[config.mk]
export PLATFORM = sky130hd
export DESIGN_NAME = uart_receiver
export DESIGN_NICKNAME = d
export VERILOG_FILES = /design/src/rtl/uart_pkg.sv /design/src/rtl/uart_baud_gen.sv /design/src/rtl/uart_receiver.sv
export SDC_FILE = /design/constraint.sdc
export NUM_CORES = 1
export LEC_CHECK = 0
export CAP_MARGIN = 25
export CORE_MARGIN = 2
export CORE_UTILIZATION = 58
export DETAILED_ROUTE_END_ITERATION = 16
export MAX_ROUTING_LAYER = met4
export PLACE_DENSITY = 0.86
export SYNTH_ARGS = -nofsm -noshare
export SYNTH_HDL_FRONTEND = slang
export SYNTH_HIERARCHICAL = 1
export SYNTH_SLANG_ARGS = --single-unit
export TNS_END_PERCENT = 5
[constraint.sdc]
create_clock -name clk -period 6.09 [get_ports clk]
set_clock_uncertainty 0.1 [all_clocks]
set_input_delay 0.609 -clock clk [delete_from_list [all_inputs] [get_ports clk]]
set_output_delay 0.609 -clock clk [all_outputs]
set_load 0.1 [all_outputs]
[src/rtl/uart_pkg.sv]
// -----------------------------------------------------------------------------
// uart_pkg
// Shared definitions for the UART receive path (and the future transmitter):
//   rx_state_t          receiver FSM states
//   OVERSAMPLE_DEFAULT  default number of baud ticks per bit
//   even_parity()       even-parity bit for a data byte
// -----------------------------------------------------------------------------
package uart_pkg;

    typedef enum logic [2:0] {
        IDLE,
        START,
        DATA,
        PARITY,
        STOP,
        WAIT_HIGH
    } rx_state_t;

    localparam int OVERSAMPLE_DEFAULT = 16;

    // Bit that makes the total number of ones (data + parity) even.
    function automatic logic even_parity(input logic [7:0] d);
        return ^d;
    endfunction

endpackage : uart_pkg

[src/rtl/uart_baud_gen.sv]
// -----------------------------------------------------------------------------
// uart_baud_gen
// Enable-gated oversample tick generator. Counts 0..CLKS_PER_TICK-1 while en
// is high and emits tick on the wrap cycle; held at 0 while en is low so the
// first tick after enabling arrives exactly CLKS_PER_TICK clocks later.
// Ports:
//   clk    in   system clock
//   rst_n  in   synchronous active-low reset
//   en     in   count enable
//   tick   out  one-cycle pulse every CLKS_PER_TICK enabled clocks
// -----------------------------------------------------------------------------
module uart_baud_gen #(
    parameter int CLKS_PER_TICK = 10
) (
    input  logic clk,
    input  logic rst_n,
    input  logic en,
    output logic tick
);

    localparam int CW = (CLKS_PER_TICK > 1) ? $clog2(CLKS_PER_TICK) : 1;
    localparam logic [CW-1:0] LAST = CW'(CLKS_PER_TICK - 1);

    logic [CW-1:0] cnt_q, cnt_d;

    always_comb begin
        tick  = 1'b0;
        cnt_d = cnt_q;
        if (!en) begin
            cnt_d = '0;
        end else if (cnt_q == LAST) begin
            cnt_d = '0;
            tick  = 1'b1;
        end else begin
            cnt_d = cnt_q + 1'b1;
        end
    end

    always_ff @(posedge clk) begin
        if (!rst_n) begin
            cnt_q <= '0;
        end else begin
            cnt_q <= cnt_d;
        end
    end

endmodule : uart_baud_gen

[src/rtl/uart_receiver.sv]
// -----------------------------------------------------------------------------
// uart_receiver
// Oversampling UART receiver: start bit, 8 data bits LSB first, optional even
// parity, one stop bit. Bits are sampled at their midpoint. Received bytes are
// presented through a one-entry valid/ready holding register; framing, parity
// and overrun errors are single-cycle pulses.
// Build option: define UART_RX_PARITY_EN for 8E1 frames; otherwise 8N1 and
// parityErr is tied low.
// Ports:
//   clk        in   system clock
//   rst_n      in   synchronous active-low reset
//   uartRx     in   asynchronous serial line, idle high
//   data       out  received byte, stable while valid
//   valid      out  data holds an unconsumed byte
//   ready      in   consumer takes data when valid & ready
//   busy       out  frame reception in progress
//   frameErr   out  pulse: stop bit sampled low
//   parityErr  out  pulse: parity mismatch
//   overrun    out  pulse: good byte arrived while holding register full
// -----------------------------------------------------------------------------
module uart_receiver
    import uart_pkg::*;
#(
    parameter int CLKFREQ       = 100_000_000,
    parameter int BAUDRATE      = 9600,
    parameter int OVERSAMPLE    = OVERSAMPLE_DEFAULT,
    parameter int CLKS_PER_TICK = CLKFREQ / (BAUDRATE * OVERSAMPLE)
) (
    input  logic       clk,
    input  logic       rst_n,
    input  logic       uartRx,
    output logic [7:0] data,
    output logic       valid,
    input  logic       ready,
    output logic       busy,
    output logic       frameErr,
    output logic       parityErr,
    output logic       overrun
);

    localparam int SW = $clog2(OVERSAMPLE);
    localparam logic [SW-1:0] MID_CNT = SW'(OVERSAMPLE / 2 - 1);
    localparam logic [SW-1:0] END_CNT = SW'(OVERSAMPLE - 1);

    logic            sync1_q, rxs_q, rxs_prev_q;
    rx_state_t       state_q, state_d;
    logic [SW-1:0]   samp_q, samp_d;
    logic [2:0]      bit_q, bit_d;
    logic [7:0]      shift_q, shift_d;
    logic [7:0]      data_q, data_d;
    logic            valid_q, valid_d;
    logic            busy_q, busy_d;
    logic            frame_err_q, frame_err_d;
    logic            overrun_q, overrun_d;
    logic            tick, baud_en, done;
`ifdef UART_RX_PARITY_EN
    logic            par_bad_q, par_bad_d;
    logic            parity_err_q, parity_err_d;
`endif

    // Tick counter only runs while a frame is being timed.
    assign baud_en = (state_q != IDLE) && (state_q != WAIT_HIGH);

    uart_baud_gen #(
        .CLKS_PER_TICK(CLKS_PER_TICK)
    ) u_baud_gen (
        .clk  (clk),
        .rst_n(rst_n),
        .en   (baud_en),
        .tick (tick)
    );

    always_comb begin
        state_d     = state_q;
        samp_d      = samp_q;
        bit_d       = bit_q;
        shift_d     = shift_q;
        data_d      = data_q;
        valid_d     = valid_q;
        frame_err_d = 1'b0;
        overrun_d   = 1'b0;
        done        = 1'b0;
`ifdef UART_RX_PARITY_EN
        par_bad_d    = par_bad_q;
        parity_err_d = 1'b0;
`endif
        if (tick) begin
            samp_d = samp_q + 1'b1;
        end

        case (state_q)
            IDLE: begin
                if (rxs_prev_q && !rxs_q) begin
                    state_d = START;
                    samp_d  = '0;
                    bit_d   = '0;
`ifdef UART_RX_PARITY_EN
                    par_bad_d = 1'b0;
`endif
                end
            end
            START: begin
                if (tick && samp_q == MID_CNT) begin
                    if (rxs_q) begin
                        state_d = IDLE;           // glitch, not a real start bit
                    end else begin
                        samp_d  = '0;             // re-phase: later samples land mid-bit
                        state_d = DATA;
                    end
                end
            end
            DATA: begin
                if (tick && samp_q == END_CNT) begin
                    shift_d = {rxs_q, shift_q[7:1]};
                    bit_d   = bit_q + 1'b1;
                    if (bit_q == 3'd7) begin
`ifdef UART_RX_PARITY_EN
                        state_d = PARITY;
`else
                        state_d = STOP;
`endif
                    end
                end
            end
`ifdef UART_RX_PARITY_EN
            PARITY: begin
                if (tick && samp_q == END_CNT) begin
                    par_bad_d = (rxs_q != even_parity(shift_q));
                    state_d   = STOP;
                end
            end
`endif
            STOP: begin
                if (tick && samp_q == END_CNT) begin
                    if (!rxs_q) begin
                        frame_err_d = 1'b1;
                        state_d     = WAIT_HIGH;
`ifdef UART_RX_PARITY_EN
                    end else if (par_bad_q) begin
                        parity_err_d = 1'b1;
                        state_d      = IDLE;
`endif
                    end else begin
                        done    = 1'b1;
                        state_d = IDLE;
                    end
                end
            end
            WAIT_HIGH: begin
                // A break holds the line low; wait it out before hunting edges.
                if (rxs_q) begin
                    state_d = IDLE;
                end
            end
            default: state_d = IDLE;
        endcase

        // One-entry holding register; a same-cycle handshake frees the slot.
        if (done) begin
            if (!valid_q || ready) begin
                data_d  = shift_q;
                valid_d = 1'b1;
            end else begin
                overrun_d = 1'b1;
            end
        end else if (valid_q && ready) begin
            valid_d = 1'b0;
        end

        busy_d = (state_d != IDLE);
    end

    always_ff @(posedge clk) begin
        if (!rst_n) begin
            sync1_q      <= 1'b1;
            rxs_q        <= 1'b1;
            rxs_prev_q   <= 1'b1;
            state_q      <= IDLE;
            samp_q       <= '0;
            bit_q        <= '0;
            shift_q      <= '0;
            data_q       <= '0;
            valid_q      <= 1'b0;
            busy_q       <= 1'b0;
            frame_err_q  <= 1'b0;
            overrun_q    <= 1'b0;
`ifdef UART_RX_PARITY_EN
            par_bad_q    <= 1'b0;
            parity_err_q <= 1'b0;
`endif
        end else begin
            sync1_q      <= uartRx;
            rxs_q        <= sync1_q;
            rxs_prev_q   <= rxs_q;
            state_q      <= state_d;
            samp_q       <= samp_d;
            bit_q        <= bit_d;
            shift_q      <= shift_d;
            data_q       <= data_d;
            valid_q      <= valid_d;
            busy_q       <= busy_d;
            frame_err_q  <= frame_err_d;
            overrun_q    <= overrun_d;
`ifdef UART_RX_PARITY_EN
            par_bad_q    <= par_bad_d;
            parity_err_q <= parity_err_d;
`endif
        end
    end

    assign data     = data_q;
    assign valid    = valid_q;
    assign busy     = busy_q;
    assign frameErr = frame_err_q;
    assign overrun  = overrun_q;
`ifdef UART_RX_PARITY_EN
    assign parityErr = parity_err_q;
`else
    assign parityErr = 1'b0;
`endif

endmodule : uart_receiver

==> results of run 1 <==
-- stage by stage --
step                hold slack [ps]  power [uW]  cell area [sq um]  std cells
finish                          318         433               1990        240
global route                    336         451               1990        240
CTS                             322         436               1990        240
detailed placement              294         307               1940        232
global placement                291         307               1940        232
floorplan                       286         303               1790        191
-- registers in the layout, indices dropped and copies added (netlist names) --
| register | flops |
|---|---|
| bit_q | 3 |
| busy | 1 |
| data | 8 |
| frameErr | 1 |
| overrun | 1 |
| rxs_prev_q | 1 |
| rxs_q | 1 |
| samp_q | 4 |
| shift_q | 8 |
| state_q | 3 |
| sync1_q | 1 |
| u_baud_gen/cnt_q | 10 |
| valid | 1 |
-- power groups by stage --
stage | clock, uW | combinational [uW] | sequential, uW
2_1_floorplan | 0 | 10.4 | 293
3_3_place_gp | 0 | 16.1 | 291
3_5_place_dp | 0 | 16.2 | 291
4_1_cts | 135 | 16.3 | 285
5_1_grt | 148 | 17.4 | 285
6_report | 132 | 16.3 | 285
-- critical path: stages (launching register included) --
cell and delay, ps:
dfxtp_1 410, ha_1 170, nand4bb_1 100, nor4_1 340
and2_1 300, and4_1 400, nand3_1 380, and3_1 310
o21a_1 170
-- metal layers --
| metal | track usage | vias up |
|---|---|---|
| li1 | - | 699 |
| met1 | 0.236 | 631 |
| met2 | 0.375 | 27 |
| met3 | 0.0590 | 7 |
| met4 | 0.0921 | 0 |
| met5 | - | - |
-- area by class of cell --
cell class	count	area (sq um)	area share
multi-input combinational	136	866	0.434
sequential	43	861	0.432
timing repair buffer	16	158	0.0790
clock buffer	6	41.3	0.0207
tap	33	41.3	0.0207
inverter	4	15.0	0.00753
clock inverter	2	12.5	0.00627
-- layout by cell type, fill, tap and decap left out, types with 2 or more instances in the layout --
cell type        synthesis  routed
dfxtp_1                 43      43
nand2_1                 24      24
nor2_1                  20      20
clkdlybuf4s50_1          0      15
nand3_1                  9       9
a21oi_1                  9       9
mux2i_1                  9       9
nor3_1                   6       6
nand2b_1                 5       5
o21ai_0                  5       5
ha_1                     5       5
clkbuf_4                 0       5
inv_1                    4       4
a211oi_1                 4       4
and3_1                   3       3
nand4_1                  3       3
xor2_1                   3       3
xnor2_1                  3       3
or3_1                    3       3
and2_1                   2       2
a21oi_2                  2       2
-- kinds of logic (layout without fill, tap and decap cells) --
| family | after synthesis | in the layout | synth area share |
|---|---|---|---|
| and+or+nand+nor | 86 | 86 | 0.257 |
| DFF | 43 | 43 | 0.480 |
| AOI/OAI and AO/OA | 29 | 29 | 0.109 |
| buffers and inverters | 12 | 28 | 0.0377 |
| muxes | 9 | 9 | 0.0502 |
| xor gates and xnor gates | 6 | 6 | 0.0293 |
| adders and majority gates | 5 | 5 | 0.0349 |
| other | 1 | 1 | 0.00209 |
-- final timing paths --
check        endpoint  cells after the start  slack [ps]                 from
max          bit_q[0]                      8        3320  u_baud_gen/cnt_q[1]
min             rxs_q                      1         320              sync1_q
max reg2reg  bit_q[0]                      8        3320  u_baud_gen/cnt_q[1]
min reg2reg     rxs_q                      1         320              sync1_q
==> impl_metrics.tcl, run 1 <==
set metrics [dict create \
    drcViolationCount 0 \
    nFillCells 228 \
    ys_top_cells_by_count "dfxtp_1, nand2_1, nor2_1" \
    gp_congestion 0.826 \
    setup_tns_ps 0 \
    syn_to_final_growth_pct 11.2 \
    viasPerCell 5.68 \
    cts_resized 0 \
    ys_warn_count 6 \
    dp_slack_ps 3330 \
    routedLengthMet1_um 1390 \
    yosysTopAreaCell "dfxtp_1" \
    highest_layer "met4" \
    clock-sinks 43 \
    synth_cell_types 45 \
    clk_pin_slew_worst_paths_ps 120 \
    power_switching_uw 101 \
    clockPowerShare 0.304 \
    syn_avg_cell_area_sq_um 9.39 \
    die-area_sq_um 3550 \
    numCtsBuffers 5 \
    dpl.hpwl_um 2430 \
    seqPwrFrac 0.658 \
    max-vdd-ir-drop_v 0.000153 \
    diodes 0 \
    clockBufferDepth 2 \
    synth_edf_count 0 \
    drtIter0Drc 56 \
    post-route-util 0.664 \
    grt_pass1_vias 1294 \
    tightest_slew_ps 979 \
    crit_type "reg2reg" \
    power_density_nw_per_um2 217 \
    timing.final.crit_period_ps 2770 \
    maxCapViolCount 0 \
    rsz0062_at_grt "no" \
    synth_top_area_frac 0.480 \
    cp-end-kind "flop" \
    syn-num-nets 200 \
    grt_pass1_wl_um 5570 \
    drt-wirelength-per-cell_um 13.7 \
    dr_wl_met3_um 122 \
    synth-async-reset-ratio 0 \
    rows 20 \
    swShare 0.233 \
    cts-root-buf "clkbuf_4" \
    yosys-top-cells-area "dfxtp_1, mux2i_1, nand2_1" \
    grt_antenna_before_repair 0 \
    crit_path_start_kind "flop" \
    overflow 0 \
    synth-seq-cells 43 \
    synthesis.area_sq_um 1790 \
    synth_cells 191 \
    max_freq_mhz 361 \
    slew_headroom 0.345 \
    worstSkewPairLatency_ps 360 \
    fin_crit_sh 0.455 \
    setup_viol 0 \
    hp-class "reg2reg" \
    port_buffers 15 \
    grt_use_total 0.218 \
    seq_area_frac_synth 0.480 \
    dr.pass1.iters 4 \
    run_status "finished, final reports clean" \
    start_util 0.598 \
    dr_total_vias 1364 \
    cts_tree "done" \
    holdBufCountCts 0 \
    postCtsSetupBuffers 0 \
    grt_max_degree 21 \
    slew_viol_final 0 \
    nets 215 \
    hold_viol_final 0 \
    fp.dieW_um 59.6 \
    core_sq_um 3000 \
    post-synth-top-count-cell "dfxtp_1" \
    finalWorstSetupSlack_ps 3320 \
    p_int_uw 332 \
    cp.arrival_ps 2940 \
    wl_um 3290 \
    ys.flop_type "dfxtp_1" \
    drive_above_1_share 0.0773 \
    htreeDepth 2 \
    p_leak_uw 0.000741 \
    dieHeight_um 59.6 \
    required_ps 6260 \
    cp_max_fo 12 \
    drt.antenna.violating_nets 0 \
    p_comb_frac 0.038 \
    ios 17 \
    wl_met2_um 1720 \
]
No activity file was read; power rests on OpenSTA's default activity.
==> run 2, diff against run 1 <==
Settings changed: CORE_UTILIZATION 58 to 55, PLACE_DENSITY 0.86 to 0.82.
Clock period 6.09 ns to 2.6 ns, I/O delays scaled along.
==> impl_metrics.tcl, run 2 (synthesis results as in run 1) <==
set metrics [dict create \
    start_util 0.583 \
    p_int_uw 875 \
    hp-class "reg2reg" \
    htreeDepth 2 \
    postCtsSetupBuffers 0 \
    grt_pass1_vias 1348 \
    largest_register "u_baud_gen/cnt_q" \
    clockBufferDepth 2 \
    syn_to_final_growth_pct 12.6 \
    cp-end-kind "flop" \
    required_ps 2780 \
    maxCapViolCount 0 \
    max-vdd-ir-drop_v 0.000307 \
    dieHeight_um 61.1 \
    swShare 0.221 \
    post-route-cell-area_sq_um 2020 \
    grt_use_total 0.205 \
    largest_register_ffs 10 \
    place_area_sq_um 1940 \
    drt-wirelength-per-cell_um 12.8 \
    max_freq_mhz 425 \
    rows 20 \
    critPathBufInv 1 \
    grt_antenna_before_repair 0 \
    viasPerCell 5.58 \
    numCtsBuffers 5 \
    slowest_delay_ps 410 \
    p_comb_frac 0.034 \
    clock-sinks 43 \
    run_status "finished, final reports clean" \
    dr_total_vias 1411 \
    crit_path_start_kind "flop" \
    ios 17 \
    layout_common_cells "dfxtp_1, nand2_1, nor2_1" \
    fin_crit_sh 0.905 \
    timing.final.crit_period_ps 2350 \
    drcViolationCount 0 \
    hold_viol_final 0 \
    cp_cell_sequence "inv_1 -> ha_1 -> nand4bb_1 -> nor4_1 -> and2_1 -> and4_1 -> and3_1 -> nand2_1 -> a21oi_1" \
    cp_max_fo 10 \
    nets 217 \
    drt.antenna.violating_nets 0 \
    slew_viol_final 0 \
    cts_resized 0 \
    seqPwrFrac 0.594 \
    crit_type "reg2reg" \
    drtIter0Drc 49 \
    clk_pin_slew_worst_paths_ps 130 \
    cts_tree "done" \
    fp.dieW_um 61.1 \
    cp.arrival_ps 2540 \
    clockPowerShare 0.372 \
    core_sq_um 3080 \
    worstSkewPairLatency_ps 360 \
    overflow 0 \
    drive_above_1_share 0.148 \
    diodes 0 \
    multi_input_area_sq_um 866 \
    grt_pass1_wl_um 5460 \
    nFillCells 273 \
    critical-path-top-delay-family "simple AND/OR/NAND/NOR gates" \
    cts-root-buf "clkbuf_4" \
    holdWs_ps 343 \
    grt_max_degree 21 \
    power_uw 1120 \
    critPathSlowestCell "and3_1" \
    final-seq-area_sq_um 861 \
    setup_tns_ps 0 \
    tightest_slew_ps 634 \
    power_density_nw_per_um2 556 \
    layout_commonest_cell "dfxtp_1" \
    die-area_sq_um 3740 \
    dr.pass1.iters 4 \
    gp_congestion 0.749 \
    holdBufCountCts 0 \
    wl_um 3230 \
    rsz0062_at_grt "no" \
    dpl.hpwl_um 2330 \
    power_switching_uw 248 \
    port_buffers 15 \
    p_leak_uw 0.000792 \
    slew_headroom 0.577 \
    setup_viol 0 \
]
-- run 2: area by class of cell --
cell class | count | share of cell area
inverters | 4 | 0.00743
clock inverters | 3 | 0.0217
clock buffers | 5 | 0.0186
multi-input cells | 136 | 0.428
repair buffers | 18 | 0.0706
flip-flops and latches | 43 | 0.426
well taps | 44 | 0.0272
-- run 2: metal layers --
metal  GRT usage  share of wire
met1       0.209           0.42
met4       0.115          0.026
met2       0.347           0.51
met3      0.0630          0.046
met5           -              0
-- run 2: path summary, 6_finish.rpt --
check | start | end | slack (ps) | cells after the start
setup / recovery | u_baud_gen/cnt_q[0] | bit_q[2] | 250 | 9
setup reg to reg | u_baud_gen/cnt_q[0] | bit_q[2] | 250 | 9
hold / removal | sync1_q | rxs_q | 340 | 1
hold reg to reg | sync1_q | rxs_q | 340 | 1
-- run 2: power groups by stage --
| stage | Sequential, uW | Combinational (uW) | Clock (uW) |
|---|---|---|---|
| final | 667 | 38.4 | 418 |
| after global placement | 682 | 37.1 | 0 |
| after CTS | 667 | 38.3 | 428 |
| after global routing | 668 | 41.3 | 448 |
| after detailed placement | 682 | 38.1 | 0 |
| after floorplan | 686 | 24.3 | 0 |
-- run 2: through the flow --
| step | cells | utilization | setup slack [ps] |
|---|---|---|---|
| after floorplan | 191 | - | 512 |
| final | 253 | 0.657 | 248 |
| after detailed placement | 245 | 0.630 | 264 |
| after global routing | 253 | 0.657 | 16.7 |
| after CTS | 253 | 0.657 | 238 |
| after global placement | 245 | 0.630 | 335 |
==> run 3, diff against run 2 <==
Settings changed: CORE_ASPECT_RATIO set to 2.
Clock period 2.6 ns to 2.5 ns, I/O delays scaled along.
==> impl_metrics.tcl, run 3 (synthesis results as in run 1) <==
set metrics [dict create \
    dpl.hpwl_um 2700 \
    hp-class "reg2reg" \
    drt.antenna.violating_nets 0 \
    stdcell_count 239 \
    holdWs_ps 317 \
    post-route-util 0.644 \
    rows 29 \
    timing.final.crit_period_ps 2290 \
    layout_commonest_cell "dfxtp_1" \
    seqPwrFrac 0.555 \
    grt_pass1_vias 1388 \
    syn_to_final_growth_pct 13.3 \
    hold_viol_final 0 \
    p_int_uw 992 \
    clock-sinks 43 \
    die-area_sq_um 3760 \
    cts-root-buf "clkbuf_8" \
    worstSkewPairLatency_ps 290 \
    slew_viol_final 0 \
    dr.pass1.iters 4 \
    drcViolationCount 0 \
    maxCapViolCount 0 \
    swShare 0.206 \
    grt_max_degree 21 \
    power_density_nw_per_um2 614 \
    setup_tns_ps 0 \
    nets 217 \
    p_comb_frac 0.032 \
    port_buffers 15 \
    htreeDepth 2 \
    setup_viol 0 \
    post-route-cell-area_sq_um 2030 \
    postCtsSetupBuffers 0 \
    grt_use_total 0.216 \
    dieHeight_um 84.8 \
    ios 17 \
    cp.arrival_ps 2410 \
    grt_antenna_before_repair 0 \
    tightest_slew_ps 599 \
    diodes 0 \
    clockPowerShare 0.413 \
    drive_above_1_share 0.149 \
    place_area_sq_um 1920 \
    dr_total_vias 1435 \
    fp.dieW_um 44.4 \
    max-vdd-ir-drop_v 0.000422 \
    largest_register_ffs 10 \
    numCtsBuffers 5 \
    drtIter0Drc 35 \
    run_status "finished, final reports clean" \
    required_ps 2620 \
    crit_type "reg2reg" \
    cts_tree "done" \
    start_util 0.568 \
    p_leak_uw 0.000798 \
    cp_max_fo 10 \
    crit_path_start_kind "flop" \
    nFillCells 254 \
    power_switching_uw 257 \
    overflow 0 \
    fin_crit_sh 0.916 \
    gp_congestion 0.762 \
    grt_pass1_wl_um 5950 \
    cp-end-kind "flop" \
    wl_um 3620 \
    layout_common_cells "dfxtp_1, nand2_1, nor2_1" \
    drt-wirelength-per-cell_um 15.1 \
    clockBufferDepth 2 \
    slew_headroom 0.600 \
    viasPerCell 6.00 \
    largest_register "u_baud_gen/cnt_q" \
    dp.cells 232 \
    max_freq_mhz 437 \
    clk_pin_slew_worst_paths_ps 80 \
    core_sq_um 3160 \
]
## run 3: cell count changes in the layout (fill, tap and decap cells not counted)
cell      change
clkinv_2      -1
nor4_2        +1
clkinv_4      -1
and4_1        -1
clkbuf_4      -5
clkbuf_1      +1
clkbuf_8      +5
and4_2        +1
nor4_1        -1
## run 3: critical path, stage by stage (launching register included)
cell and delay, ps:
dfxtp_1 360, inv_1 80, ha_1 150, nand4bb_1 110, nor4_2 250, and2_1 210
and4_2 340, and3_1 390, nand2_1 110, a21oi_2 120
## run 3: final cells by class
class | instances | area, sq um | area share
timing repair buffer | 18 | 143 | 0.0702
tap | 31 | 38.8 | 0.0191
inverter | 4 | 15.0 | 0.00738
clock buffer | 6 | 72.6 | 0.0357
clock inverter | 1 | 30.0 | 0.0148
multi-input combinational | 136 | 873 | 0.430
sequential | 43 | 861 | 0.423
## run 3: timing repair
item | 4_1_cts | 5_1_grt
hold buffers | 0 | 0
resized for setup | 0 | 2
setup endpoints to repair | 0 | 20
## run 3: routing by layer
metal / wire, um / global-route usage / up-vias
met5: 0 / - / -
met4: 110 / 0.118 / 0
met3: 98 / 0.0452 / 13
met2: 2090 / 0.397 / 28
met1: 1320 / 0.188 / 696
li1: - / - / 698
## run 3: final timing paths
kind                end  slack, ps  cells past startpoint                start
min reg2reg       rxs_q        320                      1              sync1_q
max reg2reg  shift_q[7]        210                      9  u_baud_gen/cnt_q[0]
max          shift_q[7]        210                      9  u_baud_gen/cnt_q[0]
min               rxs_q        320                      1              sync1_q
## run 3: metrics by stage
step	total power (uW)	setup slack [ps]
after floorplan	739	412
after global placement	748	271
after detailed placement	749	142
after CTS	1250	131
after global routing	1280	-33.4
final	1250	210
## run 3: power groups by stage
stage	Clock [uW]	Sequential [uW]	Combinational (uW)
after floorplan	0	713	25.3
after global placement	0	709	38.7
after detailed placement	0	709	39.8
after CTS	521	693	39.8
after global routing	547	694	42.9
final	516	693	40.1
